## config.mk

```make
export PLATFORM = sky130hd
export DESIGN_NAME = picosoc_bus_arbiter
export DESIGN_NICKNAME = d
export VERILOG_FILES = /design/src/rtl/picosoc_bus_arbiter_pkg.sv /design/src/rtl/picosoc_bus_arbiter_wdog.sv /design/src/rtl/picosoc_bus_arbiter.sv
export SDC_FILE = /design/constraint.sdc
export NUM_CORES = 1
export LEC_CHECK = 0
export ABC_AREA = 1
export BUFFER_PORTS_ARGS = -buffer_cell sky130_fd_sc_hd__clkbuf_2
export CORE_AREA = 2 2 121 123
export DETAILED_ROUTE_END_ITERATION = 12
export DIE_AREA = 0 0 123 125
export PLACE_DENSITY_LB_ADDON = 0.3
export SLEW_MARGIN = 10
export SYNTH_ARGS = -nofsm -noshare
export SYNTH_HDL_FRONTEND = slang
export SYNTH_SLANG_ARGS = --single-unit
export TNS_END_PERCENT = 100
```

## constraint.sdc

```tcl
create_clock -name clk -period 5.3 [get_ports clk]
set_clock_uncertainty 0.15 [all_clocks]
set_input_delay 0.53 -clock clk [delete_from_list [all_inputs] [get_ports clk]]
set_output_delay 0.53 -clock clk [all_outputs]
set_load 0.02 [all_outputs]
```

## src/rtl/picosoc_bus_arbiter_pkg.sv

```systemverilog
// picosoc_bus_arbiter_pkg: shared state encodings, grant codes and watchdog width for the bus arbiter.
package picosoc_bus_arbiter_pkg;
  localparam int unsigned WDOG_W = 16;
  localparam logic [1:0] GRANT_NONE = 2'b00;
  localparam logic [1:0] GRANT_M0   = 2'b01;
  localparam logic [1:0] GRANT_M1   = 2'b10;
  typedef enum logic [1:0] {
    IDLE = 2'b00,
    OWN0 = 2'b01,
    OWN1 = 2'b10
  } state_e;
  // Grant is a pure decode of the state register, so it never glitches.
  function automatic logic [1:0] grant_of(input state_e s);
    return (s == OWN0) ? GRANT_M0 : (s == OWN1) ? GRANT_M1 : GRANT_NONE;
  endfunction
endpackage

```

## src/rtl/picosoc_bus_arbiter_wdog.sv

```systemverilog
// picosoc_bus_arbiter_wdog: saturating cycle counter that flags expiry one cycle before LIMIT; LIMIT=0 disables.
module picosoc_bus_arbiter_wdog
  import picosoc_bus_arbiter_pkg::*;
#(
  parameter logic [WDOG_W-1:0] LIMIT = 16'd255
) (
  input  logic clk_i,
  input  logic rst_ni,
  input  logic clear_i,
  input  logic enable_i,
  output logic expire_o
);
  logic [WDOG_W-1:0] cnt_q, cnt_d;
  always_comb cnt_d = clear_i ? '0 : (enable_i && cnt_q != '1) ? cnt_q + WDOG_W'(1) : cnt_q;
  always_ff @(posedge clk_i or negedge rst_ni)
    if (!rst_ni) cnt_q <= '0;
    else cnt_q <= cnt_d;
  assign expire_o = (LIMIT != '0) && (cnt_q == LIMIT - WDOG_W'(1));
endmodule

```

## src/rtl/picosoc_bus_arbiter.sv

```systemverilog
// picosoc_bus_arbiter: two-master PicoRV32 native-bus arbiter with round-robin/fixed priority and a timeout watchdog.
module picosoc_bus_arbiter
  import picosoc_bus_arbiter_pkg::*;
#(
  parameter logic        PRIO_MODE      = 1'b0,
  parameter logic [15:0] TIMEOUT_CYCLES = 16'd255,
  parameter logic [31:0] ERR_RDATA      = 32'hDEAD_BEEF
) (
  input  logic        clk,
  input  logic        resetn,
  input  logic        m0_valid,
  input  logic        m0_instr,
  input  logic [31:0] m0_addr,
  input  logic [31:0] m0_wdata,
  input  logic [3:0]  m0_wstrb,
  output logic        m0_ready,
  output logic [31:0] m0_rdata,
  input  logic        m1_valid,
  input  logic        m1_instr,
  input  logic [31:0] m1_addr,
  input  logic [31:0] m1_wdata,
  input  logic [3:0]  m1_wstrb,
  output logic        m1_ready,
  output logic [31:0] m1_rdata,
  output logic        s_valid,
  output logic        s_instr,
  output logic [31:0] s_addr,
  output logic [31:0] s_wdata,
  output logic [3:0]  s_wstrb,
  input  logic        s_ready,
  input  logic [31:0] s_rdata,
  output logic [1:0]  grant,
  output logic        timeout_err,
  input  logic        err_clr
);
  state_e state_q, state_d, pick;
  logic rr_last_q, rr_last_d, err_q, err_d;
  logic own0, own1, sel_valid, expire, tmo, fin;
  logic [31:0] rdata_mux;
  assign own0 = state_q == OWN0;
  assign own1 = state_q == OWN1;
  assign sel_valid = own0 ? m0_valid : own1 & m1_valid;
  // A slave answer in the expiry cycle wins over the watchdog.
  assign tmo = sel_valid & ~s_ready & expire;
  assign fin = sel_valid & (s_ready | tmo);
  assign s_valid = sel_valid & ~tmo;
  assign s_instr = own0 ? m0_instr : own1 & m1_instr;
  assign s_addr  = own0 ? m0_addr  : own1 ? m1_addr  : '0;
  assign s_wdata = own0 ? m0_wdata : own1 ? m1_wdata : '0;
  assign s_wstrb = own0 ? m0_wstrb : own1 ? m1_wstrb : '0;
  assign rdata_mux = tmo ? ERR_RDATA : s_rdata;
  assign m0_ready = own0 & fin;
  assign m1_ready = own1 & fin;
  assign m0_rdata = own0 ? rdata_mux : '0;
  assign m1_rdata = own1 ? rdata_mux : '0;
  assign grant = grant_of(state_q);
  assign timeout_err = err_q;
  always_comb begin
    pick = (m0_valid & m1_valid) ? ((PRIO_MODE | rr_last_q) ? OWN0 : OWN1) :
           m0_valid ? OWN0 : m1_valid ? OWN1 : IDLE;
    state_d = (state_q == IDLE) ? pick : (!sel_valid || fin) ? IDLE : state_q;
    rr_last_d = fin ? own1 : rr_last_q;
    err_d = tmo | (err_q & ~err_clr);
  end
  always_ff @(posedge clk or negedge resetn)
    if (!resetn) begin
      state_q   <= IDLE;
      rr_last_q <= 1'b1;
      err_q     <= 1'b0;
    end else begin
      state_q   <= state_d;
      rr_last_q <= rr_last_d;
      err_q     <= err_d;
    end
  picosoc_bus_arbiter_wdog #(.LIMIT(TIMEOUT_CYCLES)) u_wdog (
    .clk_i    (clk),
    .rst_ni   (resetn),
    .clear_i  (~(own0 | own1)),
    .enable_i (~s_ready),
    .expire_o (expire)
  );
endmodule

```

After elaboration in Yosys (flattened, before gate mapping)
Index checks and enable logic that the tools add are counted.
Widths: inputs -> output; s select.
- bits in registers: 20
- input port bits: 176
- logic and storage cells: 52
- multiplexer cells: 21
- $add $sub $neg: 1
- bitwise logic cells: 16
- reductions and logical operators: 5
- equal/unequal tests: 5
- operator list (kind ; number):
    $mux 32 ; 7
    $mux 16 ; 2
    $add 16x1->16 const B ; 1
    $eq 16x8->1 const B ; 1
    $mux 2 ; 8
    $ne 16x16->1 const B ; 1
    $and 1x1->1 ; 10
    $mux 4 ; 2
    $not 1->1 ; 3
    $or 1x1->1 ; 3
    $eq 2x1->1 const B ; 1
    $eq 2x2->1 const B ; 1
    $logic_not 2->1 ; 1
    $mux 1 ; 2
    $ne 2x1->1 const B ; 1
    $reduce_bool 2->1 ; 1
    $logic_and 1x1->1 ; 1
    $logic_not 1->1 ; 1
    $logic_or 1x1->1 ; 1

Depth between registers and ports, before layout
- depth in word-level cells: 10
- depth in mapped cells: 10
- mapped depth without buffers: 9

Hierarchy
From an unflattened synthesis, not the netlist that was laid out.
- cell total of the unflattened synthesis: 538
- area total of the unflattened synthesis: 2962.8 um2
- by module, submodules not included (module ; area an instance (um2) ; times used ; sequential area each (um2) ; cells each):
    picosoc_bus_arbiter ; 1898.1 ; 1 ; 101.3 ; 384
    picosoc_bus_arbiter_wdog ; 1064.8 ; 1 ; 400.4 ; 154

Least setup slack after synthesis
Ideal clock, no wire load.
- path kind: reg2out
- start point: reg state_q[1]
- end point: out m0_rdata[29]
- required time: 4.620 ns
- path buffers: 2
- setup slack: 2.834 ns
- arrival: 1.786 ns
- stages on the path, launching flop included: 11
- cells stage by stage: dfrtp_1 -> inv_1 -> ha_1 -> buf_2 -> inv_2 -> nand2_1 -> o22ai_2 -> nand3_2 -> inv_2 -> buf_4 -> nor3_1
- elaborated cells between the ends (all ways): 8
- classes of those cells: eq/ne: 2; mux: 3; bitwise: 3
- RTL lines (element ; line ; text):
    start: declaration ; picosoc_bus_arbiter.sv:36 ; state_e state_q, state_d, pick;
    start signal: assignment ; picosoc_bus_arbiter.sv:71 ; state_q <= state_d;
    $eq 2x1->1 * ; picosoc_bus_arbiter.sv:40 ; assign own0 = state_q == OWN0;
    net own0 ; picosoc_bus_arbiter.sv:38 ; logic own0, own1, sel_valid, expire, tmo, fin;
    $mux 1 ; picosoc_bus_arbiter.sv:42 ; assign sel_valid = own0 ? m0_valid : own1 & m1_valid;
    $and 1x1->1 (2 in a row) ; picosoc_bus_arbiter.sv:44 ; assign tmo = sel_valid & ~s_ready & expire;
    $mux 32 ; picosoc_bus_arbiter.sv:51 ; assign rdata_mux = tmo ? ERR_RDATA : s_rdata;
    $mux 32 * ; picosoc_bus_arbiter.sv:54 ; assign m0_rdata = own0 ? rdata_mux : '0;
    end: declaration ; picosoc_bus_arbiter.sv:17 ; output logic [31:0] m0_rdata,
Mark *: on every way through the listed nets, which the timed path passes. The rest lies on a longest branch.

Worst setup path after layout
- start point: reg state_q[1]
- end point: out m1_rdata[2]
- longest elaborated chain between the ends: 7
- elaborated cells between the ends (all ways): 8
- classes of those cells: eq/ne: 2; mux: 3; bitwise: 3
- RTL lines (element ; line ; text):
    $eq 2x2->1 ; picosoc_bus_arbiter.sv:41 ; assign own1 = state_q == OWN1;
    $and 1x1->1 ; picosoc_bus_arbiter.sv:42 ;
    $mux 1 ; picosoc_bus_arbiter.sv:42 ;
    $and 1x1->1 (2 in a row) ; picosoc_bus_arbiter.sv:44 ;
    $mux 32 ; picosoc_bus_arbiter.sv:51 ;
    $mux 32 * ; picosoc_bus_arbiter.sv:55 ; assign m1_rdata = own1 ? rdata_mux : '0;
    end: declaration ; picosoc_bus_arbiter.sv:24 ; output logic [31:0] m1_rdata,
Every way passes the cells marked *; elsewhere a longest branch is shown, timed or not.

==> summary.txt <==
Synth Cell Area: 0.00288 sq mm
setup tns final: 0 ns
Data required, critical path: 4.62 ns
H-tree levels: 1
antenna violations before repair: 0
mux share of post-synthesis cell area: 0%
hold buffers post-CTS: 0
CP endpoint kind: output pin
fin crit share: 75.6%
first-pass GRT wire length: 20500 microns
Antenna Cells: 0
CTS sink count: 20
gr usage total: 17.1%
main combinational cell family by area after synthesis: simple AND/OR/NAND/NOR gates
DP HPWL: 11700 microns
DR WL/cell: 14.4 microns
DRT iter0 DRCs: 211
CTS resizes: 0
CP Class: flop to output pin
Max rail drop VDD: 0.000138 V
Final Max Slew Viols: 0
Synth cell types: 26
final instance area: 0.00462 sq mm
DR pass1 iterations: 4
port buffer count: 314
maximum fanout along the worst path: 46
synthesized-area fraction occupied by adder cells: 2.60%
number of fill cells: 1626
Switching Fraction: 58.4%
Residual DRC: 0
Root Buffer: clkbuf_16
most common cell after layout, fill and taps aside: clkbuf_2
YS warnings: 0
via count: 4428
R2R setup slack: 2.41 ns
Final Hold Fails: 0
Hold Path Class: input pin to async pin
Mapped Cells: 542
GPL Wtd Cong: 0.894
Period minus WS final: 4.00 ns
final WL: 14500 microns
most frequent cells in the layout: clkbuf_2, nand2_1, nand3_1, inv_1, a21oi_1
Synth Area in Simple Gates: 54.4%
row count: 44
status: finished clean
Synthesized Nets: 724
Setup Buffers After CTS: 0
clock transition at the registers of the reported paths: 0.06 ns
gr ovfl total: 0
DIE HEIGHT: 125 microns
sequential area share after synthesis: 17.4%
Psw: 0.840 mW
actual slew at the worst max-slew pin: 0.991 ns
fmax: 250 MHz
final setup fails: 0
Max Cap Violations: 0
CTS tree: built
vias in the first global route: 3738
Post-Syn Area per Cell: 5.32 sq um
share of cells above drive strength 1: 41.4%
flops & latches, synth: 20
core area: 0.0142 sq mm
DP Area: 0.00453 sq mm
IO Pins: 315
Comb power frac: 75.1%
die width: 123 microns
footprint of the multi-input gates: 0.00197 sq mm
Int Pwr: 0.598 mW
vias per cell: 4.40
post-route ant nets: 0
startpoint types: flop
TritonCTS Buffers: 3
Worst Reg-to-Reg Cells: 9
clk buf depth: 2
RR Startpoint: state_q[1]
Final #Nets: 1005
unrepaired setup endpoints after global routing: false
CP Data Arrival Time: 3.32 ns
xor and xnor area share after synthesis: 1.52%
Max-slew headroom: 33.9%
sequential power share: 12.7%
Compound-Gate Fraction of Synth Area: 9.64%
Worst-Skew Late Latency: 0.25 ns
Clock power frac: 12.1%
Critical R2R Capture: rr_last_q
pin count of the biggest net entering global routing: 72
Register Area: 502 sq um
final core occ: 32.5%
P per Cell Area: 312 mW/mm^2
Area Growth Syn to Fin: 60.2%
die area: 0.0154 sq mm
Initial Utilization: 20.3%
Leak: 2.98 nW
-- sequential cells by signal, summed over array words and instances (netlist names) --
| signal | flops |
|---|---|
| timeout_err | 1 |
| u_wdog.cnt_q | 16 |
| rr_last_q | 1 |
| state_q | 2 |
-- layout make-up --
type / count / share of cell area [%]
Clock buffer: 4 / 1.92
Inverter: 60 / 4.88
Multi-Input combinational cell: 420 / 42.7
Sequential cell: 20 / 10.9
Tap cell: 184 / 4.99
Timing Repair Buffer: 318 / 34.7
-- stage by stage --
step                      std cells  setup WS [ns]  hold slack, ns  power, mW
after floorplan                 542           2.83          0.0844      0.877
after global placement         1002           1.61           0.362       1.28
after detailed placement       1002           1.60           0.359       1.27
after CTS                      1006           1.32           0.116       1.45
after global routing           1006           1.01           0.145       1.55
final                          1006           1.30          0.0818       1.44
-- routing by layer --
metal  GRT usage [%]  share of wire [%]
met2            27.9                 46
met4            2.61                1.0
met1            23.2                 45
met5               0                  0
met3            4.01                8.1
-- cells in the mapped netlist --
| cell type | number | share of area [%] |
|---|---|---|
| a21oi_1 | 48 | 8.3 |
| buf_1 | 9 | 1.2 |
| buf_2 | 15 | 2.6 |
| buf_4 | 2 | 0.52 |
| buf_6 | 1 | 0.39 |
| clkbuf_1 | 15 | 2.0 |
| dfrtp_1 | 19 | 16 |
| dfstp_2 | 1 | 0.91 |
| ha_1 | 6 | 2.6 |
| inv_1 | 56 | 7.3 |
| inv_2 | 4 | 0.52 |
| nand2_1 | 204 | 27 |
| nand2_2 | 2 | 0.43 |
| nand3_1 | 82 | 14 |
| nand3_2 | 2 | 0.69 |
| nand3b_1 | 3 | 0.78 |
| nand4_1 | 18 | 3.9 |
| nor2_1 | 22 | 2.9 |
| nor2_2 | 2 | 0.43 |
| nor2_4 | 2 | 0.78 |
| nor2_8 | 1 | 0.69 |
| nor3_1 | 16 | 2.8 |
| o21ai_0 | 5 | 0.87 |
| o22ai_2 | 1 | 0.43 |
| or2_2 | 1 | 0.22 |
| xor2_1 | 5 | 1.5 |
-- power by group through the flow --
stage / logic [mW] / registers [mW] / clock network, mW
2_1_floorplan: 0.696 / 0.181 / 0
3_3_place_gp: 1.09 / 0.185 / 0
3_5_place_dp: 1.09 / 0.186 / 0
4_1_cts: 1.09 / 0.183 / 0.178
5_1_grt: 1.18 / 0.185 / 0.188
6_report: 1.08 / 0.183 / 0.174
-- cell families after synthesis --
kind of cell               after synthesis
and+or+nand+nor                        355
xor gates and xnor gates                 5
adders and majority gates                6
buffers and inverters                  102
AOI/OAI and AO/OA                       54
DFF                                     20
-- how the worst max path moves through the flow --
stage | from | endpoint | slack (ns)
final | state_q[1] | m1_rdata[2] | 1.30
after global routing | state_q[1] | m0_rdata[20] | 1.01
after floorplan | state_q[1] | m0_rdata[29] | 2.83
after CTS | state_q[1] | m1_rdata[29] | 1.32
after global placement | state_q[1] | m1_rdata[24] | 1.61
after detailed placement | state_q[1] | m1_rdata[29] | 1.60
-- critical path, cell delays in order (launching register included) --
cell and delay [ns]:
dfrtp_1 0.39, inv_1 0.08, ha_2 0.18, inv_2 0.55, nand2_1 0.14, o22ai_2 0.24
nand3_2 0.65, buf_4 0.44, a21oi_1 0.17, clkbuf_2 0.21
No activity file was read; power rests on OpenSTA's default activity.
